File: config.mk
export PLATFORM = sky130hd
export DESIGN_NAME = wb_arbiter_2m
export DESIGN_NICKNAME = d
export VERILOG_FILES = /design/src/rtl/wb_arbiter_2m.sv
export SDC_FILE = /design/constraint.sdc
export NUM_CORES = 1
export LEC_CHECK = 0
export CAP_MARGIN = 20
export CORE_AREA = 2 2 99 101
export DETAILED_ROUTE_END_ITERATION = 7
export DIE_AREA = 0 0 101 103
export PLACE_DENSITY = 0.69
export SETUP_SLACK_MARGIN = 0.02
export SLEW_MARGIN = 20
export SYNTH_ARGS = -nofsm -noshare
export SYNTH_HDL_FRONTEND = slang
export SYNTH_SLANG_ARGS = --single-unit
File: constraint.sdc
create_clock -name clk -period 1.7 [get_ports clk]
set_input_delay 0.34 -clock clk [delete_from_list [all_inputs] [get_ports clk]]
set_output_delay 0.34 -clock clk [all_outputs]
set_load 0.02 [all_outputs]
File: src/rtl/wb_arbiter_2m.sv
// ---------------------------------------------------------------------------
// wb_arbiter_2m
//
// Shares one classic (single-transfer) Wishbone slave between two masters:
// M0 (core data port) and M1 (instruction fetch). One master owns the slave
// for its whole cyc window. When both ask from an idle bus, the one that was
// not granted most recently wins. A per-transfer watchdog returns an error
// pulse to a master whose strobed transfer is never acknowledged.
//
// Handshake: a master requests with cyc & stb; a transfer completes in the
// cycle the slave raises ack while the owning master still holds stb. The
// master must keep adr/dat/we stable until it sees ack (or err). Ack and err
// are single-cycle pulses and are only ever given to the owning master.
//
// Ports:
//   clk, rst                 clock, synchronous active-high reset
//   mN_wb_adr_i/dat_i/we_i   master N request fields
//   mN_wb_stb_i/cyc_i        master N strobe / cycle
//   mN_wb_dat_o              read data (0 unless master N owns the bus)
//   mN_wb_ack_o/err_o        acknowledge / watchdog error pulse
//   s_wb_*_o                 request forwarded to the slave (0 when idle)
//   s_wb_dat_i, s_wb_ack_i   slave read data / acknowledge
//   gnt_o                    one-hot owner: bit0 = M0, bit1 = M1, 0 idle
//   dbg_state                current arbiter state for observation
// ---------------------------------------------------------------------------
module wb_arbiter_2m #(
    parameter int DATA_WIDTH = 32,
    parameter int ADDR_WIDTH = 14,
    parameter int TIMEOUT    = 16
) (
    input  logic                  clk,
    input  logic                  rst,

    input  logic [ADDR_WIDTH-1:0] m0_wb_adr_i,
    input  logic [DATA_WIDTH-1:0] m0_wb_dat_i,
    input  logic                  m0_wb_we_i,
    input  logic                  m0_wb_stb_i,
    input  logic                  m0_wb_cyc_i,
    output logic [DATA_WIDTH-1:0] m0_wb_dat_o,
    output logic                  m0_wb_ack_o,
    output logic                  m0_wb_err_o,

    input  logic [ADDR_WIDTH-1:0] m1_wb_adr_i,
    input  logic [DATA_WIDTH-1:0] m1_wb_dat_i,
    input  logic                  m1_wb_we_i,
    input  logic                  m1_wb_stb_i,
    input  logic                  m1_wb_cyc_i,
    output logic [DATA_WIDTH-1:0] m1_wb_dat_o,
    output logic                  m1_wb_ack_o,
    output logic                  m1_wb_err_o,

    output logic [ADDR_WIDTH-1:0] s_wb_adr_o,
    output logic [DATA_WIDTH-1:0] s_wb_dat_o,
    output logic                  s_wb_we_o,
    output logic                  s_wb_stb_o,
    output logic                  s_wb_cyc_o,
    input  logic [DATA_WIDTH-1:0] s_wb_dat_i,
    input  logic                  s_wb_ack_i,

    output logic [1:0]            gnt_o,
    output logic [1:0]            dbg_state
);

    typedef enum logic [1:0] {
        IDLE    = 2'd0,
        BUSY_M0 = 2'd1,
        BUSY_M1 = 2'd2
    } state_t;

    // A zero TIMEOUT still needs a legal (1-bit) counter; it simply never counts.
    localparam int WD_W = (TIMEOUT > 0) ? $clog2(TIMEOUT + 1) : 1;
    localparam logic [WD_W-1:0] WD_MAX = WD_W'(TIMEOUT);

    state_t          state;
    state_t          state_next;
    state_t          cur;          // state as seen by the outputs
    logic            last_gnt;     // 0 = M0 granted last, 1 = M1
    logic            last_gnt_next;
    logic [WD_W-1:0] wd_cnt;
    logic [WD_W-1:0] wd_cnt_next;
    logic            req0;
    logic            req1;
    logic            owner_stb;
    logic            owner_cyc;
    logic            wd_fire;

    assign req0 = m0_wb_cyc_i & m0_wb_stb_i;
    assign req1 = m1_wb_cyc_i & m1_wb_stb_i;

    // Reset takes effect on the outputs in the cycle it is asserted, so an
    // aborted owner never sees a late ack and the slave strobe drops at once.
    assign cur       = rst ? IDLE : state;
    assign dbg_state = state;

    always_comb begin
        owner_stb = 1'b0;
        owner_cyc = 1'b0;
        case (state)
            BUSY_M0: begin
                owner_stb = m0_wb_stb_i;
                owner_cyc = m0_wb_cyc_i;
            end
            BUSY_M1: begin
                owner_stb = m1_wb_stb_i;
                owner_cyc = m1_wb_cyc_i;
            end
            default: ;
        endcase
    end

    // Expiry only counts when the slave is not acking in the same cycle.
    always_comb begin
        wd_fire = 1'b0;
        if (TIMEOUT > 0 && state != IDLE && wd_cnt == WD_MAX && !s_wb_ack_i) begin
            wd_fire = 1'b1;
        end
    end

    always_comb begin
        state_next    = state;
        last_gnt_next = last_gnt;
        case (state)
            IDLE: begin
                if (req0 && (!req1 || last_gnt)) begin
                    state_next    = BUSY_M0;
                    last_gnt_next = 1'b0;
                end else if (req1) begin
                    state_next    = BUSY_M1;
                    last_gnt_next = 1'b1;
                end
            end
            // Ownership always passes through IDLE, never straight across.
            BUSY_M0, BUSY_M1: begin
                if (!owner_cyc || wd_fire) begin
                    state_next = IDLE;
                end
            end
            default: state_next = IDLE;
        endcase
    end

    // Counts strobed, un-acked cycles of the current owner; any ack, idle
    // cycle or change of owner starts it over.
    always_comb begin
        wd_cnt_next = '0;
        if (TIMEOUT > 0 && state != IDLE && state_next == state && !s_wb_ack_i) begin
            wd_cnt_next = owner_stb ? wd_cnt + WD_W'(1) : wd_cnt;
        end
    end

    always_ff @(posedge clk) begin
        if (rst) begin
            state    <= IDLE;
            last_gnt <= 1'b1;
            wd_cnt   <= '0;
        end else begin
            state    <= state_next;
            last_gnt <= last_gnt_next;
            wd_cnt   <= wd_cnt_next;
        end
    end

    always_comb begin
        s_wb_adr_o  = '0;
        s_wb_dat_o  = '0;
        s_wb_we_o   = 1'b0;
        s_wb_stb_o  = 1'b0;
        s_wb_cyc_o  = 1'b0;
        m0_wb_dat_o = '0;
        m0_wb_ack_o = 1'b0;
        m0_wb_err_o = 1'b0;
        m1_wb_dat_o = '0;
        m1_wb_ack_o = 1'b0;
        m1_wb_err_o = 1'b0;
        gnt_o       = 2'b00;
        case (cur)
            BUSY_M0: begin
                s_wb_adr_o  = m0_wb_adr_i;
                s_wb_dat_o  = m0_wb_dat_i;
                s_wb_we_o   = m0_wb_we_i;
                s_wb_stb_o  = m0_wb_stb_i;
                s_wb_cyc_o  = m0_wb_cyc_i;
                m0_wb_dat_o = s_wb_dat_i;
                // Gating on stb hides the slave's trailing ack after stb drops.
                m0_wb_ack_o = m0_wb_stb_i & s_wb_ack_i;
                m0_wb_err_o = wd_fire;
                gnt_o       = 2'b01;
            end
            BUSY_M1: begin
                s_wb_adr_o  = m1_wb_adr_i;
                s_wb_dat_o  = m1_wb_dat_i;
                s_wb_we_o   = m1_wb_we_i;
                s_wb_stb_o  = m1_wb_stb_i;
                s_wb_cyc_o  = m1_wb_cyc_i;
                m1_wb_dat_o = s_wb_dat_i;
                m1_wb_ack_o = m1_wb_stb_i & s_wb_ack_i;
                m1_wb_err_o = wd_fire;
                gnt_o       = 2'b10;
            end
            default: ;
        endcase
    end

endmodule
Word level (Yosys, flattened, before mapping)
Cells that the tools add are included.
{ "totals": {"ff_bits": 8, "latch_bits": 0, "ramBits": 0, "mem_bits_ro": 0, "word_cells": 53, "mem_count": 0} }
{ "classes": {"add_sub_neg": 1, "n_mul": 0, "div": 0, "n_lt_le_gt_ge": 0, "n_eq_ne": 6, "n_shift": 0, "muxes": 22, "n_bitwise": 5, "reduce_logical": 16} }
{ "op_table": {"columns": ["operator", "count"], "rows": [
  ["32-bit 2-to-1 mux", 2],
  ["32-bit one-hot mux with 2 select lines", 1],
  ["14-bit one-hot mux with 2 select lines", 1],
  ["1-bit one-hot mux with 2 select lines", 5],
  ["2-bit 2-to-1 mux", 4],
  ["2-bit one-hot mux with 2 select lines", 2],
  ["1-bit 2-to-1 mux", 7],
  ["5-bit by 1-bit adder with 5-bit output, second input constant", 1],
  ["5-bit equality test, second input constant", 1],
  ["1-bit logical AND", 5],
  ["1-bit bitwise AND", 4],
  ["2-bit by 1-bit equality test with 1-bit output, second input constant", 2],
  ["2-bit equality test, second input constant", 2],
  ["2-bit nonzero test", 2],
  ["2-bit OR reduction", 2],
  ["1-bit zero test", 3],
  ["2-bit equality test", 1],
  ["2-bit zero test", 1],
  ["1-bit logical OR", 2],
  ["2-bit AND reduction", 1],
  ["1-bit inverter", 1]
]} }

Logic depth before layout (Yosys ltp)
Gate-level depths: netlist of the first run.
{ "logic_depth": {"depth_word": 12, "ltp_mapped": 8, "depth_no_buf": 6} }

Worst setup path before layout of the first run
No wires, ideal clock.
{ "synth_path": {"path_type": "register -> output", "from": "reg state[0] (netlist: dbg_state[0])", "to": "out s_wb_dat_o[17]", "arrival_ns": 1.947, "required_ns": 1.360, "path_slack_ns": -0.587, "path_stages_with_launch": 8, "n_path_buf": 2, "cell_sequence": "dfxtp_1 inv_1 nor2_1 ha_1 clkbuf_1 clkbuf_1 a22oi_1 nor2_1"} }
{ "synth_via": {"elab_chain_cells": 3} }
{ "synth_lines": {"columns": ["element", "line_no", "source"], "rows": [
  ["start: declaration", "74", "state_t state;"],
  ["start signal: assignment", "157", "state <= state_next;"],
  ["2-bit 2-to-1 mux (*)", "92", "assign cur = rst ? IDLE : state;"],
  ["2-bit equality test or 2-bit by 1-bit equality test with 1-bit output (tied branches)", "176", "case (cur)"],
  ["32-bit one-hot mux with 2 select lines (*)", "176", null],
  ["end: declaration", "53", "output logic [DATA_WIDTH-1:0] s_wb_dat_o,"]
]} }
Mark *: on every way between the ends. The rest lies on a longest branch, timed or not.

Worst setup path in the final report of the first run
{ "layout_path": {"from": "reg state[0] (netlist: dbg_state[0])", "to": "out m1_wb_dat_o[14]"} }
{ "layout_via": {"elab_chain_cells": 3} }
{ "layout_lines": {"columns": ["element", "line_no", "source"], "rows": [
  ["2-bit 2-to-1 mux", "92", null],
  ["2-bit equality test", "176", null],
  ["32-bit 2-to-1 mux", "176", null],
  ["end: declaration", "48", "output logic [DATA_WIDTH-1:0] m1_wb_dat_o,"]
]} }
No other way between the ends.

==> results of run 1 <==
## cell families after synthesis
kind of cell | synth area share
AOI/OAI and AO/OA | 0.3284
adders and majority gates | 0.07364
buffers and inverters | 0.06848
DFF | 0.09425
and+or+nand+nor | 0.4352
## through the flow
stage / hold WS [ns] / utilization
floorplan: 0.4127 / -
global placement: 0.4879 / 0.5598
detailed placement: 0.5066 / 0.5598
CTS: 0.5029 / 0.6459
global route: 0.5167 / 0.6974
finish: 0.5004 / 0.6976
## layout make-up
type / instances / share of cell area
Sequential cell: 8 / 0.02541
Tap cell: 114 / 0.02162
Multi-Input combinational cell: 221 / 0.3415
Antenna cell: 1 / 0.0003792
Timing Repair Buffer: 356 / 0.5986
Clock buffer: 4 / 0.006826
Inverter: 8 / 0.005688
## state kept, by name (all words and copies together) (netlist names)
| register | flops |
|---|---|
| dbg_state | 2 |
| last_gnt | 1 |
| wd_cnt | 5 |
## cell usage after synthesis (all sizes together)
cell type and count:
a2111oi 1, a211o 1, a21boi 1, a221oi 6, a22o 1, a22oi 50, and2 66, and3 3
and4b 1, buf 3, clkbuf 20, dfxtp 8, ha 10, inv 8, nand2 3, nand2b 1
nand3 4, nand3b 1, nor2 51, nor3 2, o21a 1, o21ai 4, o21bai 1, o311ai 1
o31ai 4, or2 3, or3 1, or4 3
## metal layers
layer,global-route usage,share of wire
met3,0.03864,0.059
met5,0,0
met4,0.03742,0.021
met1,0.2847,0.39
met2,0.4544,0.53
## tightest hold or removal path: stages
cell	delay, ns
buf_2	0.10
buf_6	0.10
buf_4	0.13
a2111oi_4	0.03
## power by group
part	switching [µW]	internal [µW]	total, µW
Clock	83.8	163	247
Sequential	7.17	193	201
Combinational	512	755	1270
## what timing repair did
| action | CTS | global route |
|---|---|---|
| gates cloned | 10 | 4 |
| setup buffers | 28 | 24 |
| pin swaps | 46 | 35 |
| endpoints found under the setup margin | 126 | 128 |
| gates resized for setup | 725 | 121 |
## how the worst max path moves through the flow
stage | startpoint | end | slack [ns] | depth (start not counted)
after floorplan | dbg_state[0] | s_wb_dat_o[10] | -0.03 | 6
after global placement | rst | s_wb_dat_o[26] | -0.98 | 8
after detailed placement | rst | s_wb_dat_o[26] | -1.01 | 9
after CTS | dbg_state[0] | s_wb_dat_o[29] | -0.42 | 9
after global routing | dbg_state[0] | s_wb_adr_o[7] | -0.50 | 9
final | dbg_state[0] | m1_wb_dat_o[14] | -0.41 | 8
==> metrics.csv, run 1 <==
stage,metric,value,unit
grt,antenna_found_initial,1,
final_layout,final_common_cell,buf_6,
flow_run,max_cap_viol_count,0,
setup_path,r2r-start,dbg_state[0],
floorplan,start_util,0.1796,
routing,antenna_left,0,
timing,max_freq,473.1,MHz
synth,synth-seq-cells,8,
placed_design,place_ws,-1.011,ns
synth,synth_cell_types,30,
placed_design,place_area,5295,µm²
routing,drt_first_pass_iters,5,
final_layout,layout_common_cells,"138 x buf_6, 130 x clkdlybuf4s50_1, 61 x and2_4",
synth,syn_area_per_cell,6.560,µm²
routing,drtIter0Drc,67,
final_layout,area_delta_synth_final,288.4,%
routing,wl_per_cell,19.81,µm
setup_path,endpoint_kind,output port,
clocking,htreeDepth,1,
synth,syn_inst,259,
grt,grt-ovfl-total,0,
final_layout,fin_area,6599,µm²
floorplan,die_h,103,µm
clocking,cts_inserted_buffers,3,
timing,drv_slew,0,
placed_design,port_buffers,253,
routing,vias,3412,
outcome,outcome,"finished, violations left",
synth,synth_area_leader_cell,and2_1,
synth,synth_area,1699,µm²
setup_path,start_kind,flop,
grt,grt_pass1_wl,19120,µm
synth,synth_fp_nets,402,
clocking,cts_hold_buf,0,
setup_path,cp_max_fo,9,
clocking,ctsLongestPathBuffers,2,
setup_path,reg2reg_depth,9,
timing,worstMarginPinSlew,0.3398,ns
timing,relSlewSlack,0.7730,
hold_path,holdPathEnd,dbg_state[1],
setup_path,worstPathRequired,1.36,ns
setup_path,reg2reg_slack,-0.11,ns
setup_path,critPathKind,reg2out,
clocking,cts_num_sinks,8,
synth,ys_warn_count,0,
synth,yosys-top-cells-area,"and2_1 24%, a22oi_1 22%, nor2_1 11%, dfxtp_1 9.4%, ha_1 7.4%",
final_layout,register_area,167.7,µm²
pwr,p_leak,0.002605,µW
setup_path,cp_slowest_cell,dfxtp_4,
setup_path,r2r-end,wd_cnt[1],
setup_path,critPathArrivalTime,1.77,ns
timing,finalCritPeriodShare,1.243,
timing,setup_tns,-35.31,ns
synth,ys_seq_area_frac,0.09426,
outcome,violations,negative setup slack,
floorplan,core_area,9459,µm²
clocking,cts_root_buf,clkbuf_8,
final_layout,nets,741,
setup_path,crit_chain,"inv_6, nor2_4, inv_2, ha_4, buf_12, bufbuf_16, and2_2, buf_6",
timing,rsz0062_at_grt,true,
floorplan,rows,36,
placed_design,hpwl,9570,µm
routing,drcViolationCount,0,
pwr,irDropWorstVdd,0.0004221,V
grt,grt_pass1_vias,3316,
hold_path,min-delay-start,rst,
setup_path,critPathMaxStageDelay,0.36,ns
synth,yosysTopAreaCellShare,0.2430,
floorplan,die_area,10400,µm²
placed_design,dpl.cell_count,651,
routing,postRouteWirelength,14110,µm
hold_path,min_path_cells,4,
grt,grt_max_degree,18,
timing,setup_slack,-0.4137,ns
grt,grt_use_total,0.2381,
timing,period_needed,2.114,ns
timing,finalHoldViolations,0,
final_layout,fillers,696,
floorplan,die_w,101,µm
pwr,p_total,1715,µW
clocking,clk_transition_reported_paths,0.04,ns
pwr,power_density,259.8,nW/µm²
timing,setup_violations,126,
setup_path,cp_top_family,buffers and inverters,
clocking,cts_tree,built,
hold_path,hp-class,in2reg,
setup_path,path_buf_inv,5,
final_layout,drive_gt1_frac,0.7119,
final_layout,stdcell_count,712,
floorplan,ios,254,
final_layout,multi_input_area,2253,µm²
timing,fin_skew,0.0003553,ns
routing,viasPerCell,4.792,
clocking,clock_latency,0.23,ns
placed_design,gp_congestion,0.7951,
Note: power is estimated with default switching activity, not from simulation.
==> run 2, diff against run 1 <==
Settings changed: CORE_AREA 2 2 99 101 to unset, CORE_ASPECT_RATIO set to 0.5, CORE_MARGIN set to 1.5, CORE_UTILIZATION set to 21, DIE_AREA 0 0 101 103 to unset, PLACE_DENSITY 0.69 to 0.77.
==> metrics.csv, run 2 (same netlist as run 1, synthesis figures left out) <==
stage,metric,value,unit,change
grt,grt_pass1_wl,16790,µm,-12%
final_layout,nets,717,,-3.2%
final_layout,n_antenna_cell,0,,-1
timing,finalHoldViolations,0,,unchanged
pwr,p_leak,0.002471,µW,-5.2%
final_layout,drive_gt1_frac,0.6894,,-0.02254
timing,relSlewSlack,0.7389,,-0.03405
timing,worstMarginPinSlew,0.3916,ns,+0.05180 ns
setup_path,worstPathRequired,1.36,ns,about the same
setup_path,crit_start,dbg_state[1],,
floorplan,die_area,8673,µm²,-17%
final_layout,stdcell_count,681,,-4.4%
pwr,power_density,286.6,nW/µm²,+10%
grt,grt_most_used_layer,met2,,
floorplan,die_h,66.61,µm,-35%
routing,postRouteWirelength,12810,µm,-9.2%
placed_design,port_buffers,253,,unchanged
grt,grt_use_met1,0.3206,,+0.03595
setup_path,endpoint_kind,output port,,
routing,drcViolationCount,0,,unchanged
pwr,p_int,1193,µW,+7.3%
setup_path,critPathKind,reg2out,,
routing,viasPerCell,4.689,,-2.2%
pwr,seqPwrFrac,0.112,,-0.005
timing,setup_violations,124,,-1.6%
routing,drtIter0Drc,69,,+3.0%
placed_design,hpwl,9039,µm,-5.5%
flow_run,max_cap_viol_count,0,,unchanged
timing,period_needed,2.040,ns,-0.07330 ns
grt,grt_max_degree,23,,+5
clocking,cts_root_buf,clkbuf_16,,
hold_path,min-delay-start,rst,,
outcome,outcome,"finished, violations left",,
grt,use_met3,0.02088,,-0.01776
clocking,clock_latency,0.24,ns,about the same
timing,drv_slew,0,,unchanged
pwr,irDropWorstVdd,0.0007032,V,+67%
setup_path,start_kind,flop,,
pwr,comb_power_share,0.657,,-0.082
grt,grt-ovfl-total,0,,unchanged
timing,fin_skew,0.001922,ns,+0.001566 ns
outcome,violations,negative setup slack,,
timing,max_freq,490.1,MHz,+3.6%
pwr,clockPowerShare,0.232,,+0.088
timing,setup_slack,-0.3404,ns,+0.07330 ns
final_layout,largest_reg_flops,5,,unchanged
routing,wl_per_cell,18.82,µm,-5.0%
timing,rsz0062_at_grt,true,,
final_layout,layout_common_cells,"129 x clkdlybuf4s50_1, 110 x buf_6, 50 x a22oi_2",,
clocking,cts_num_sinks,8,,unchanged
clocking,cts_inserted_buffers,3,,unchanged
grt,grt_use_total,0.2540,,+0.01585
setup_path,cp_max_fo,5,,-4
clocking,cts_tree,built,,
placed_design,gp_congestion,0.8795,,+11%
floorplan,ios,254,,unchanged
timing,hold_ws,0.4377,ns,-0.06275 ns
final_layout,final_common_cell,clkdlybuf4s50_1,,
setup_path,crit_chain,"nand2b_4, buf_6, ha_4, buf_12, buf_12, buf_16, a22oi_2, nor2_4, buf_6",,
final_layout,fillers,478,,-31%
setup_path,cp_top_family,buffers and inverters,,
floorplan,die_w,130.2,µm,+29%
placed_design,dpl.cell_count,644,,-1.1%
final_layout,area_delta_synth_final,267.9,%,
setup_path,critPathArrivalTime,1.70,ns,-0.07 ns
setup_path,path_buf_inv,5,,unchanged
pwr,swShare,0.3341,,-0.01748
clocking,htreeDepth,1,,unchanged
setup_path,cp_slowest_cell,dfxtp_4,,
pwr,p_sw,598.5,µW,-0.72%
clocking,clk_transition_reported_paths,0.04,ns,about the same
clocking,ctsLongestPathBuffers,2,,unchanged
floorplan,core_area,7570,µm²,-20%
setup_path,critPathMaxStageDelay,0.36,ns,about the same
hold_path,hp-class,in2reg,,
routing,antenna_left,0,,unchanged
grt,grt_use_met2,0.4757,,+0.02130
floorplan,start_util,0.2245,,+0.04483
grt,antenna_found_initial,0,,-1
routing,vias,3193,,-6.4%
setup_path,r2r-start,dbg_state[1],,
final_layout,regMostFlops,wd_cnt,,
routing,drt_first_pass_iters,4,,-1
floorplan,rows,22,,-39%
timing,finalCritPeriodShare,1.200,,-0.04312
grt,grt_pass1_vias,2968,,-10%
[run 2: changes by cell type in the layout (fill, tap and decap cells not counted), moves of 10 or more]
| cell | delta |
|---|---|
| buf_6 | -28 |
| and2_4 | -27 |
| and2_2 | +17 |
| buf_2 | +12 |
| and2_1 | +10 |
[run 2: cell type report]
cell class / count / area (µm²) / share of cell area
well taps: 108 / 135.1 / 0.02162
repair buffers: 333 / 3637 / 0.5819
multi-input cells: 220 / 2197 / 0.3515
clock buffers: 4 / 78.83 / 0.01261
inverters: 8 / 35.03 / 0.005604
flip-flops and latches: 8 / 167.7 / 0.02682
[run 2: power groups by stage]
| stage | registers [µW] | clock network [µW] | logic (µW) |
|---|---|---|---|
| after floorplan | 207 | 0 | 374 |
| after global placement | 202 | 0 | 932 |
| after detailed placement | 202 | 0 | 941 |
| after CTS | 200 | 416 | 1050 |
| after global routing | 200 | 424 | 1240 |
| final | 200 | 415 | 1180 |
[run 2: metrics by stage]
| step | instance area [µm²] | TNS (ns) | total power (µW) | utilization | setup WS, ns |
|---|---|---|---|---|---|
| 2_1_floorplan | 2410 | -0.6945 | 581.2 | - | -0.02605 |
| 3_3_place_gp | 5303 | -115.31 | 1134 | 0.7005 | -1.022 |
| 3_5_place_dp | 5303 | -115.58 | 1143 | 0.7005 | -1.025 |
| 4_1_cts | 5757 | -30.09 | 1667 | 0.7605 | -0.3567 |
| 5_1_grt | 6251 | -37.22 | 1859 | 0.8258 | -0.3917 |
| 6_report | 6251 | -30.59 | 1791 | 0.8258 | -0.3404 |
[run 2: timing repair]
action                     in CTS  in global routing
pin swaps                      61                 31
gates cloned                    7                  6
setup endpoints to repair     126                127
hold buffers                    0                  0
hold endpoints to repair        0                  0
setup buffers                  12                  8
resized for setup             685                 94
[run 2: per-layer routing]
metal	vias up	part of all wire
li1	1555	-
met1	1557	0.41
met2	64	0.54
met3	17	0.036
met4	0	0.012
met5	-	0
[run 2: worst register-to-register path: stages, from the launching register on]
cell and delay [ns]:
dfxtp_4 0.36, buf_4 0.11, buf_6 0.09, inv_4 0.03, buf_6 0.11, ha_4 0.15, a22oi_2 0.37, buf_6 0.19
o31ai_1 0.11, a221oi_2 0.29
[run 2: final timing paths]
path | end | slack (ns) | depth (start not counted)
max | s_wb_adr_o[5] | -0.34 | 9
min | dbg_state[1] | 0.44 | 3
max reg2reg | wd_cnt[4] | -0.21 | 9
min reg2reg | last_gnt | 0.55 | 1
